### src/rtl/sram_arb_pkg.sv
`default_nettype none
// ============================================================================
// Module      : sram_arb_pkg
// Description : Shared constants and helpers for the SRAM port arbiter and
//               the round-robin arbiter it reuses.
// Revision    : 1.0 - initial release
// ============================================================================
package sram_arb_pkg;

  localparam int SRAM_AW   = 7;
  localparam int SRAM_DW   = 32;
  localparam int MAX_NPORT = 4;

  // Round-robin successor of a port index among n ports.
  function automatic int next_ptr(input int ptr, input int n);
    return (ptr + 1 >= n) ? 0 : ptr + 1;
  endfunction

endpackage
`default_nettype wire

### src/rtl/rr_arbiter.sv
`default_nettype none
// ============================================================================
// Module      : rr_arbiter
// Description : Purely combinational round-robin picker. Scans requests
//               starting at ptr and wrapping, returns one-hot grant and the
//               binary index of the winner.
// Revision    : 1.0 - initial release
// ============================================================================
module rr_arbiter #(
  parameter int N  = 2,
  parameter int IW = (N > 1) ? $clog2(N) : 1
) (
  input  logic [N-1:0]  req,
  input  logic [IW-1:0] ptr,
  output logic [N-1:0]  gnt,
  output logic [IW-1:0] winner
);

  logic          found;
  logic [IW-1:0] cand;

  // First active request at or after ptr (modulo N) wins.
  always_comb begin
    gnt    = '0;
    winner = '0;
    found  = 1'b0;
    cand   = '0;
    for (int k = 0; k < N; k++) begin
      cand = IW'((int'(ptr) + k) % N);
      if (!found && req[cand]) begin
        found     = 1'b1;
        gnt[cand] = 1'b1;
        winner    = cand;
      end
    end
  end

endmodule
`default_nettype wire

### src/rtl/sram_port_arbiter.sv
`default_nettype none
// ============================================================================
// Module      : sram_port_arbiter
// Description : Shares one single-port SRAM among NPORT requesters with
//               round-robin arbitration, one access per cycle, and routes
//               1-cycle-latency read data back to the issuing port.
// Revision    : 1.0 - initial release
// ============================================================================
module sram_port_arbiter
  import sram_arb_pkg::*;
#(
  parameter int NPORT = 2,
  parameter int AW    = SRAM_AW,
  parameter int DW    = SRAM_DW
) (
  input  logic                CLK,
  input  logic                RESET_N,
  input  logic [NPORT-1:0]    req,
  input  logic [NPORT-1:0]    req_wr,
  input  logic [NPORT*AW-1:0] req_addr,
  input  logic [NPORT*DW-1:0] req_wdata,
  output logic [NPORT-1:0]    gnt,
  output logic [NPORT-1:0]    rvalid,
  output logic [DW-1:0]       rdata,
  output logic                sram_cen,
  output logic                sram_wen,
  output logic [AW-1:0]       sram_a,
  output logic [DW-1:0]       sram_d,
  input  logic [DW-1:0]       sram_q
);

  localparam int IW = (NPORT > 1) ? $clog2(NPORT) : 1;

  generate
    if (NPORT < 2 || NPORT > MAX_NPORT) begin : g_nport_check
      $error("sram_port_arbiter: NPORT must be in 2..%0d", MAX_NPORT);
    end
  endgenerate

  logic [NPORT-1:0] req_eff;
  logic [IW-1:0]    winner;
  logic             any_gnt;
  logic             win_wr;

  logic [IW-1:0]    ptr_q, ptr_d;
  logic             rd_pend_q, rd_pend_d;
  logic [IW-1:0]    rd_owner_q, rd_owner_d;

  // Holding reset masks every request so the SRAM sees no access.
  assign req_eff = req & {NPORT{RESET_N}};

  rr_arbiter #(
    .N  (NPORT),
    .IW (IW)
  ) u_rr (
    .req    (req_eff),
    .ptr    (ptr_q),
    .gnt    (gnt),
    .winner (winner)
  );

  assign any_gnt = |gnt;
  assign win_wr  = req_wr[winner];

  // Priority pointer and outstanding-read bookkeeping.
  always_ff @(posedge CLK) begin
    if (!RESET_N) begin
      ptr_q      <= '0;
      rd_pend_q  <= 1'b0;
      rd_owner_q <= '0;
    end else begin
      ptr_q      <= ptr_d;
      rd_pend_q  <= rd_pend_d;
      rd_owner_q <= rd_owner_d;
    end
  end

  // Advance past the winner on a grant; a granted read owes data next cycle.
  always_comb begin
    ptr_d      = ptr_q;
    rd_pend_d  = 1'b0;
    rd_owner_d = rd_owner_q;
    if (any_gnt) begin
      ptr_d = IW'(next_ptr(int'(winner), NPORT));
      if (!win_wr) begin
        rd_pend_d  = 1'b1;
        rd_owner_d = winner;
      end
    end
  end

  // Drive the SRAM pins from the winning port; idle pins are parked at 1/1/0/0.
  always_comb begin
    sram_cen = ~any_gnt;
    sram_wen = 1'b1;
    sram_a   = '0;
    sram_d   = '0;
    if (any_gnt) begin
      sram_wen = ~win_wr;
      sram_a   = req_addr[int'(winner)*AW +: AW];
      sram_d   = req_wdata[int'(winner)*DW +: DW];
    end
  end

  // Return read data to the port that issued the read one cycle earlier.
  always_comb begin
    rvalid = '0;
    if (rd_pend_q && RESET_N) begin
      rvalid[rd_owner_q] = 1'b1;
    end
  end

  // Shared bus: Q is only meaningful when some rvalid bit is set.
  assign rdata = sram_q;

endmodule
`default_nettype wire

### config.mk
export PLATFORM = sky130hd
export DESIGN_NAME = sram_port_arbiter
export DESIGN_NICKNAME = d
export VERILOG_FILES = /design/src/rtl/sram_arb_pkg.sv /design/src/rtl/rr_arbiter.sv /design/src/rtl/sram_port_arbiter.sv
export SDC_FILE = /design/constraint.sdc
export NUM_CORES = 1
export LEC_CHECK = 0
export ABC_AREA = 1
export CORE_MARGIN = 10
export CORE_UTILIZATION = 18
export CTS_CLUSTER_SIZE = 16
export DETAILED_ROUTE_END_ITERATION = 16
export GPL_ROUTABILITY_DRIVEN = 0
export GPL_TIMING_DRIVEN = 0
export PLACE_DENSITY = 0.79
export SLEW_MARGIN = 20
export SYNTH_ARGS = -nofsm -noshare
export SYNTH_HDL_FRONTEND = slang
export SYNTH_SLANG_ARGS = --single-unit
export TNS_END_PERCENT = 30
### constraint.sdc
create_clock -name CLK -period 0.9 [get_ports CLK]
set_input_delay 0.135 -clock CLK [delete_from_list [all_inputs] [get_ports CLK]]
set_output_delay 0.135 -clock CLK [all_outputs]
set_load 0.02 [all_outputs]
==> flow_metrics.env <==
export IMPL_status="complete, but fails checks"
export IMPL_violations="setup timing"
export IMPL_cts_made_buffers=3
export IMPL_grt_first_pass_wirelength_mm=10.81
export IMPL_rr_worst_depth=7
export IMPL_ys_seq_area_share_pct=5.978
export IMPL_internal_power_uw=1513
export IMPL_hold_viol=0
export IMPL_synth_simple_area_share_pct=35.87
export IMPL_async_flop_share_pct=0
export IMPL_cp_max_fo=10
export IMPL_worstReg2RegEnd="rd_owner_q$_SDFFE_PN0P_"
export IMPL_synth_area_um2=1005
export IMPL_rows=27
export IMPL_wl_per_cell_um=16.60
export IMPL_required_ns=0.76
export IMPL_dp_hpwl_mm=5.936
export IMPL_switching_share_pct=39.78
export IMPL_fp_dieH_um=94.71
export IMPL_maxSlewViolCount=0
export IMPL_clkSinkCount=3
export IMPL_syn_avg_cell_area_um2=5.233
export IMPL_power_frac_seq_pct=5.9
export IMPL_fill_cells=492
export IMPL_tightest_slew_ns=0.1606
export IMPL_ios=193
export IMPL_synth_seq_cells=3
export IMPL_synth_distinct_cells=18
export IMPL_fin_worst_skew_ns=0.002832
export IMPL_fin_ws_ns=-0.5593
export IMPL_powerDensity_nw_per_um2=735.2
export IMPL_max_cap_violations=0
export IMPL_min_period_over_period_pct=162.1
export IMPL_synth_edf_count=0
export IMPL_stdcell_count=436
export IMPL_min_path_cells=3
export IMPL_synth_nets=308
export IMPL_synth_fa_ha_area_share_pct=0
export IMPL_ys_warn_count=0
export IMPL_power_switching_uw=999.4
export IMPL_hold_path_class="input port to flip-flop"
export IMPL_rsz0062_at_grt="true"
export IMPL_critPathLaunchType="flip-flop"
export IMPL_first_pass_iters=4
export IMPL_synth_xor_area_share_pct=0
export IMPL_rrSetupSlack_ns=-0.11
export IMPL_grt_pass1_vias=2038
export IMPL_dieArea_um2=8970
export IMPL_antennaDiodeCount=0
export IMPL_synth_cells=192
export IMPL_report_final_setup_viol=47
export IMPL_synth_compound_area_share_pct=21.30
export IMPL_htree_levels=1
export IMPL_vdd_drop_max_mv=0.7703
export IMPL_core_area_um2=5473
export IMPL_layout_drive_gt1_share_pct=67.03
export IMPL_clock_path_buffers=2
export IMPL_numPortBuffers=160
export IMPL_synth_main_ff_cell="dfxtp_1"
export IMPL_die_x_um=94.71
export IMPL_synth_mux_area_share_pct=0
export IMPL_root_buffer="clkbuf_8"
export IMPL_max_slew_margin_pct=89.22
export IMPL_hold_end="ptr_q$_SDFFE_PN0P_"
export IMPL_vias=1838
export IMPL_crit_type="flip-flop to output pin"
export IMPL_hold_start="req[0]"
export IMPL_dpl_cell_count=424
export IMPL_cts_tree="built"
export IMPL_grt_usage_pct=14.98
export IMPL_use_met2_pct=30.26
export IMPL_syn_to_final_growth_pct=240.1
export IMPL_grt_max_degree=11
export IMPL_use_met3_pct=4.837
export IMPL_post_place_ws_ns=-1.263
export IMPL_drtIter0Drc=26
export IMPL_antenna_found_initial=0
export IMPL_endpoint_kind="output pin"
export IMPL_max_freq_mhz=685.3
export IMPL_grtUsageMet1_pct=14.34
export IMPL_grt_overflow=0
export IMPL_r2r_start="ptr_q$_SDFFE_PN0P_"
export IMPL_clkLatencyLatePin_ns=0.22
export IMPL_drcViolationCount=0
export IMPL_pwr_share_comb_pct=77.9
export IMPL_cp_arrival_ns=1.32
export IMPL_synth_top_family_by_area="buffers and inverters"
export IMPL_ant_nets=0
export IMPL_drt_wl_total_mm=7.236
export IMPL_clkPwrFrac_pct=16.2
export IMPL_layout_nets=481
export IMPL_top_usage_layer="met2"
export IMPL_period_minus_slack_ns=1.459
export IMPL_initial_core_util_pct=18.36
export IMPL_leakagePower_uw=0.001426
export IMPL_vias_per_cell=4.216
export IMPL_clk_pin_slew_worst_paths_ns=0.03
[synthesized netlist by cell type, types with 2 or more instances]
cell | count | area share (%)
nand2_1 | 8 | 3.0
nand3_1 | 2 | 1.0
nor3_1 | 2 | 1.0
buf_2 | 6 | 3.0
o21ai_0 | 28 | 14
buf_6 | 5 | 5.6
dfxtp_1 | 3 | 6.0
inv_2 | 3 | 1.1
inv_1 | 6 | 2.2
o21ai_1 | 12 | 6.0
buf_4 | 32 | 24
nor2_1 | 79 | 30
[worst max-delay path, stage by stage (launching register included)]
cell,delay [ns]
dfxtp_1,0.29
inv_2,0.07
nand2_4,0.08
nand2_8,0.11
clkinv_8,0.09
buf_12,0.16
nor2_2,0.10
nor2_2,0.04
buf_4,0.15
[worst max-delay path by stage]
stage                             startpoint         end  cells after the start
after floorplan           ptr_q$_SDFFE_PN0P_  sram_d[18]                      6
after global placement                req[0]  sram_d[29]                      9
after detailed placement              req[0]   sram_a[3]                      9
after CTS                 ptr_q$_SDFFE_PN0P_   sram_d[0]                      8
after global routing      ptr_q$_SDFFE_PN0P_  sram_d[12]                      8
final                     ptr_q$_SDFFE_PN0P_  sram_d[17]                      8
[state kept, by name, summed over array words and instances (netlist names)]
name,cells
rd_owner_q,1
rd_pend_q,1
ptr_q,1
[power by group through the flow]
stage	combinational, µW	clock [µW]	sequential [µW]
6_report	1960	407	149
5_1_grt	2080	447	150
4_1_cts	1910	430	149
3_5_place_dp	1710	0	149
3_3_place_gp	1690	0	148
2_1_floorplan	860	0	148
[cells by family after synthesis]
logic type / Yosys count
buffers and inverters: 54
AOI/OAI and AO/OA: 42
DFF: 3
and+or+nand+nor: 93
[layout by cell type, fill, tap and decap left out, drive strengths merged]
cell type,instances
o21ai,40
nand2,9
nor3,2
inv,9
clkbuf,5
a21oi,2
clkdlybuf4s50,80
buf,129
nand3,2
nor2,79
clkinv,1
dfxtp,3
nand3b,1
clkdlybuf4s15,2
[final cells by class]
| type | instances | area, µm² | area share [%] |
|---|---|---|---|
| Inverter | 10 | 57.56 | 1.684 |
| Tap cell | 72 | 90.09 | 2.636 |
| Buffer | 44 | 432.9 | 12.67 |
| Timing Repair Buffer | 168 | 1634 | 47.82 |
| Clock buffer | 4 | 45.04 | 1.318 |
| Sequential cell | 3 | 62.56 | 1.831 |
| Multi-Input combinational cell | 135 | 1095 | 32.04 |
[routing by layer]
metal,vias to the layer above,share of wire (%)
met5,-,0
met4,0,0.53
met3,3,8.5
met2,87,58
met1,829,33
li1,919,-
[metrics by stage]
step                utilization [%]  hold WS (ns)  area, µm²  total power [µW]  TNS (ns)
CTS                           60.68        0.2030       3321              2492    -23.29
finish                        62.44        0.2160       3417              2512    -22.43
detailed placement            55.08        0.4621       3014              1863    -55.94
global route                  62.44        0.2285       3417              2676    -25.89
global placement              55.08        0.4507       3014              1843    -55.95
floorplan                         -        0.2711       1323              1007    -7.346
[timing repair]
action | 4_1_cts | 5_1_grt
buffers inserted | 5 | 0
pin swaps | 6 | 4
setup endpoints to repair | 79 | 47
resized for setup | 358 | 24
hold endpoints to repair | 0 | 0
hold buffers | 0 | 0
gates cloned | 3 | 0
(Power assumes the default switching activity.)
